## src/rtl/inst_fetch_unit.sv

```systemverilog
// inst_fetch_unit
// Issues sequential word fetches to instruction memory. Up to FIFO_DEPTH
// requests and buffered instructions may be outstanding. Memory returns
// responses in order, and they are queued for decode.
// A control-flow redirect does three things: it flushes the buffer, it
// marks every outstanding response to be discarded, and it restarts
// fetching at the word-aligned target.
// Optional feature macro: FETCH_PERF_CNT_EN. When it is defined, the
// perf_stall_cycles port is added. It counts cycles in which decode is
// ready but no instruction is available.
module inst_fetch_unit #(
  parameter int              XLEN       = 32,
  parameter logic [XLEN-1:0] RESET_PC   = {XLEN{1'b0}},
  parameter int              FIFO_DEPTH = 2
) (
  input  logic            CLK,
  input  logic            RST,
  output logic            imem_req_valid,
  input  logic            imem_req_ready,
  output logic [XLEN-1:0] imem_req_addr,
  input  logic            imem_resp_valid,
  input  logic [XLEN-1:0] imem_resp_data,
  input  logic            redirect_valid,
  input  logic [XLEN-1:0] redirect_pc,
`ifdef FETCH_PERF_CNT_EN
  output logic [31:0]     perf_stall_cycles,
`endif
  output logic            out_valid,
  input  logic            out_ready,
  output logic [XLEN-1:0] out_inst,
  output logic [XLEN-1:0] out_pc
);

  localparam int PTR_W = (FIFO_DEPTH > 1) ? $clog2(FIFO_DEPTH) : 1;
  localparam int CNT_W = $clog2(FIFO_DEPTH + 1);
  localparam int OCC_W = CNT_W + 1;
  localparam logic [XLEN-1:0]  PC_STEP    = XLEN'(32'd4);
  localparam logic [XLEN-1:0]  ALIGN_MASK = ~(XLEN'(32'd3));
  localparam logic [OCC_W-1:0] DEPTH_OCC  = OCC_W'(FIFO_DEPTH);
  localparam logic [CNT_W-1:0] CNT_ZERO   = {CNT_W{1'b0}};
  localparam logic [PTR_W-1:0] PTR_ZERO   = {PTR_W{1'b0}};
  localparam logic [PTR_W-1:0] PTR_ONE    = PTR_W'(1'b1);

  logic [XLEN-1:0]  pc_r;
  logic [XLEN-1:0]  resp_pc_r;    // address of the next response that will be kept
  logic [CNT_W-1:0] in_flight_r;
  logic [CNT_W-1:0] drop_cnt_r;
  logic [CNT_W-1:0] fifo_count_r;
  logic [PTR_W-1:0] rd_ptr_r;
  logic [PTR_W-1:0] wr_ptr_r;
  logic [XLEN-1:0]  fifo_inst_r [FIFO_DEPTH];
  logic [XLEN-1:0]  fifo_pc_r   [FIFO_DEPTH];

  logic [OCC_W-1:0] occupancy_s;
  logic             resp_s;
  logic             drop_s;
  logic             push_s;
  logic             req_valid_s;
  logic             req_fire_s;
  logic             out_valid_s;
  logic             pop_s;
  logic [CNT_W-1:0] in_flight_nxt_s;

  // Handshake and bookkeeping decisions for the current cycle
  always_comb begin
    occupancy_s     = OCC_W'(in_flight_r) + OCC_W'(fifo_count_r);
    // A response with nothing outstanding belongs to a pre-reset request
    resp_s          = imem_resp_valid && (in_flight_r != CNT_ZERO);
    drop_s          = resp_s && (redirect_valid || (drop_cnt_r != CNT_ZERO));
    push_s          = resp_s && !drop_s;
    req_valid_s     = !RST && !redirect_valid && (occupancy_s < DEPTH_OCC);
    req_fire_s      = req_valid_s && imem_req_ready;
    out_valid_s     = !RST && !redirect_valid && (fifo_count_r != CNT_ZERO);
    pop_s           = out_valid_s && out_ready;
    in_flight_nxt_s = in_flight_r + CNT_W'(req_fire_s) - CNT_W'(resp_s);
  end

  // Output drive, forced to reset values while RST is high
  always_comb begin
    imem_req_valid = req_valid_s;
    out_valid      = out_valid_s;
    imem_req_addr  = RESET_PC;
    out_inst       = {XLEN{1'b0}};
    out_pc         = {XLEN{1'b0}};
    if (RST) begin
      imem_req_addr = RESET_PC;
    end else begin
      imem_req_addr = pc_r;
      out_inst      = fifo_inst_r[rd_ptr_r];
      out_pc        = fifo_pc_r[rd_ptr_r];
    end
  end

  // Fetch PC, outstanding/discard counters and FIFO pointers
  always_ff @(posedge CLK) begin
    if (RST) begin
      pc_r         <= RESET_PC;
      resp_pc_r    <= RESET_PC;
      in_flight_r  <= CNT_ZERO;
      drop_cnt_r   <= CNT_ZERO;
      fifo_count_r <= CNT_ZERO;
      rd_ptr_r     <= PTR_ZERO;
      wr_ptr_r     <= PTR_ZERO;
    end else if (redirect_valid) begin
      pc_r         <= redirect_pc & ALIGN_MASK;
      resp_pc_r    <= redirect_pc & ALIGN_MASK;
      in_flight_r  <= in_flight_nxt_s;
      drop_cnt_r   <= in_flight_nxt_s;
      fifo_count_r <= CNT_ZERO;
      rd_ptr_r     <= PTR_ZERO;
      wr_ptr_r     <= PTR_ZERO;
    end else begin
      if (req_fire_s) begin
        pc_r <= pc_r + PC_STEP;
      end
      in_flight_r <= in_flight_nxt_s;
      if (drop_s) begin
        drop_cnt_r <= drop_cnt_r - CNT_W'(1'b1);
      end
      if (push_s) begin
        wr_ptr_r  <= wr_ptr_r + PTR_ONE;
        resp_pc_r <= resp_pc_r + PC_STEP;
      end
      if (pop_s) begin
        rd_ptr_r <= rd_ptr_r + PTR_ONE;
      end
      fifo_count_r <= fifo_count_r + CNT_W'(push_s) - CNT_W'(pop_s);
    end
  end

  // Instruction buffer storage: the word and the address it was fetched from
  always_ff @(posedge CLK) begin
    if (push_s && !RST && !redirect_valid) begin
      fifo_inst_r[wr_ptr_r] <= imem_resp_data;
      fifo_pc_r[wr_ptr_r]   <= resp_pc_r;
    end
  end

`ifdef FETCH_PERF_CNT_EN
  // Saturating count of cycles where decode waits on fetch
  always_ff @(posedge CLK) begin
    if (RST) begin
      perf_stall_cycles <= 32'd0;
    end else if (out_ready && !out_valid_s && (perf_stall_cycles != 32'hFFFF_FFFF)) begin
      perf_stall_cycles <= perf_stall_cycles + 32'd1;
    end
  end
`endif

endmodule

```

## config.mk

```make
export PLATFORM = sky130hd
export DESIGN_NAME = inst_fetch_unit
export DESIGN_NICKNAME = d
export VERILOG_FILES = /design/src/rtl/inst_fetch_unit.sv
export SDC_FILE = /design/constraint.sdc
export NUM_CORES = 1
export LEC_CHECK = 0
export CORE_MARGIN = 4
export CORE_UTILIZATION = 31
export DETAILED_ROUTE_END_ITERATION = 7
export GPL_TIMING_DRIVEN = 0
export PLACE_DENSITY = 0.49
export SYNTH_ARGS = -nofsm -noshare
export SYNTH_HDL_FRONTEND = slang
export SYNTH_SLANG_ARGS = --single-unit
```

## constraint.sdc

```tcl
create_clock -name CLK -period 8.92 [get_ports CLK]
set_input_delay 0.892 -clock CLK [delete_from_list [all_inputs] [get_ports CLK]]
set_output_delay 0.892 -clock CLK [all_outputs]
set_load 0.005 [all_outputs]
```

==> impl_metrics.ini <==
[route]
antenna_left = 0
remaining_drc_errors = 0
vias = 7061
wl_per_cell_um = 19.6
drt-total-wl_um = 27200
drt-pass1-iter-count = 6
first_iter_violations = 521
vias_per_cell = 5.11

[place]
port_buffers = 160
dpl.hpwl_um = 20000
dp_worst_setup_slack_ns = 4.54
place_congestion = 0.906
dpl.cell_count = 1350

[pwr]
ir_drop_uv = 129
p_sw_w = 0.000561
switching_share = 0.262
power_leakage_nw = 3.74
powerDensity_nw_per_um2 = 182
clkPwrFrac = 0.379
seq_power_share = 0.486
internal_power_w = 0.00158
comb_power_share = 0.136

[synthesis]
ys_seq_elements = 193
synth-xor-area-share = 0.0255
yosysTopAreaCell = edfxtp_1
synthTopCellsByArea = edfxtp_1 (42%), dfxtp_1 (15%), mux2i_1 (7.0%)
yosysTopAreaCellShare = 0.417
yosysMostFrequentCell = edfxtp_1
synthMuxAreaShare = 0.0696
synth_commonest_cells = edfxtp_1 (124), nor2_1 (88), dfxtp_1 (69)
syn-cell-area_um2 = 8920
synth_cells = 801
synth_top_family_by_area = simple AND/OR/NAND/NOR gates
synth_edf_count = 124
synth_cell_types = 56
synth_compound_gate_area_share = 0.103
ys_async_sr_fraction = 0
postSynthAreaPerCell_um2 = 11.1
yosys.area_share.simple = 0.187
yosysSeqAreaShare = 0.572
synth_flop_cell = edfxtp_1
synth_warnings = 0
yosys.area_share.adder = 0.0121

[grt]
antenna_found_initial = 0
overflow = 0
grt_pass1_vias = 6894
grt_max_degree = 61
met2_usage = 0.263
use_met3 = 0.0379
gr-usage-all-layers = 0.172
grt_pass1_wl_um = 41300
busiest_layer = met2
gr-usage-met1 = 0.242

[sta]
period_needed_ns = 4.26
post-route-period-util = 0.477
worst_slew_pin_slew_ns = 0.927
setup_viol = 0
skew_ns = 0.0155
maxSlewHeadroom = 0.382
setup_ws_ns = 4.66
slew_violations = 0
fmax_mhz = 235
hold_viol = 0
rsz0062_at_grt = false

[job]
cap_violations = 0

[layout]
layout-drive-gt1-share = 0.0538
area_growth_pct = 31.8
final_cells = 1382
final_core_util = 0.419
antennaDiodeCount = 0
fin_nets = 1069

[clocking]
clk_pin_slew_ns = 0.07
hold_buffers = 0
cts_root_buffer = clkbuf_16
htree_levels = 4
clk_latency_ns = 0.44
cts_tree = done
cts.sinks = 193
numCtsBuffers = 17
cts_setup_buffers = 0
cts_buffer_depth = 2
cts_resized = 0

[floorplanning]
core_um2 = 28100
ios = 168
die_y_um = 178
dieWidth_um = 178
rows = 61
dieArea_um2 = 31600
start_util = 0.318

[critical_path]
critPathKind = in2out
cp_common_cell = clkbuf_1
path_cells = clkbuf_1, clkbuf_1, buf_1, nor2_1, clkdlybuf4s50_1
cp.required_ns = 8.03
cpLargestDelayFamily = buffers and inverters
slowest_delay_ns = 0.75
cp.arrival_ns = 3.36
critPathBufInv = 4
cp_slowest_cell = clkbuf_1
start_kind = input port
critPathMaxFanout = 10
endpoint_kind = primary output

[run_status]
status = complete, no violations

[worst_hold_path]
hold_path.class = reg2reg
[cells by family after synthesis]
logic type      count (synthesis)
buf+inv                        68
compound gates                133
fa+ha+maj                       8
mux                            62
xor+xnor                       26
other cells                     1
simple gates                  310
flops                         193
[state kept, by name, indices dropped and copies added, names as in the netlist, named ones only]
signal,count
fifo_pc_r,60
drop_cnt_r,2
rd_ptr_r,1
resp_pc_r,30
fifo_count_r,2
pc_r,30
in_flight_r,2
wr_ptr_r,1
fifo_inst_r,64
[power by group through the flow]
stage	clock (W)	sequential [W]	combinational (W)
finish	0.000812	0.00104	0.000291
global route	0.000863	0.00105	0.000322
detailed placement	0	0.00106	0.000291
global placement	0	0.00107	0.000283
floorplan	0	0.00105	0.000151
CTS	0.000829	0.00104	0.000293
[path summary, 6_finish.rpt]
| kind | start | end | slack [ns] | cells after the start |
|---|---|---|---|---|
| worst min-delay path | resp_pc_r[6]$_SDFFE_PP0P_ | fifo_pc_r[1][6]$_DFFE_PP_ | 0.48 | 0 |
| worst max register to register | in_flight_r[0]$_SDFF_PP0_ | drop_cnt_r[1]$_SDFFE_PP0P_ | 5.35 | 12 |
| worst min register to register | resp_pc_r[6]$_SDFFE_PP0P_ | fifo_pc_r[1][6]$_DFFE_PP_ | 0.48 | 0 |
| worst max-delay path | RST | imem_req_addr[15] | 4.66 | 5 |
[cell type report]
cell class	count	area, um2
Clock buffer	17	425
Timing Repair Buffer	168	1710
Buffer	52	211
Multi-Input combinational cell	543	3570
Inverter	16	60.1
Clock inverter	15	205
Tap cell	378	473
Sequential cell	193	5100
Fill cell	2797	16300
[through the flow]
step / area [um2] / power [W] / setup TNS (ns) / hold WS (ns)
finish: 11800 / 0.00215 / 0 / 0.482
global route: 11800 / 0.00223 / 0 / 0.488
CTS: 11800 / 0.00216 / 0 / 0.478
detailed placement: 11100 / 0.00135 / 0 / 0.465
global placement: 11000 / 0.00135 / -67.14 / 0.450
floorplan: 8930 / 0.00120 / 0 / 0.424
[metal layers]
layer	share of wire	up-vias
met4	0.020	0
met2	0.44	287
met3	0.068	36
met1	0.47	3327
li1	-	3411
met5	0	-
[layout by cell type, fill, tap and decap left out, types with 7 or more instances in the layout]
cell | Yosys | final
nor2_1 | 88 | 88
buf_1 | 12 | 12
or4_1 | 10 | 10
mux2i_1 | 62 | 62
clkdlybuf4s50_1 | 0 | 160
o21a_1 | 11 | 11
a31oi_1 | 20 | 20
inv_1 | 15 | 15
nor3_1 | 17 | 16
nand3_1 | 27 | 27
o31a_1 | 10 | 10
nor2b_1 | 27 | 27
xor2_1 | 12 | 12
a21oi_1 | 10 | 10
ha_1 | 7 | 7
nor4_1 | 18 | 18
nand4_1 | 30 | 30
o31ai_1 | 7 | 7
clkbuf_16 | 0 | 17
o21ai_0 | 29 | 29
dfxtp_1 | 69 | 69
a21boi_0 | 11 | 11
nand2_1 | 32 | 32
and3_1 | 15 | 14
or3_1 | 10 | 10
xnor2_1 | 14 | 14
and4_1 | 13 | 13
clkbuf_1 | 35 | 35
a211oi_1 | 10 | 10
edfxtp_1 | 124 | 124
Note: power is estimated with default switching activity, not from simulation.
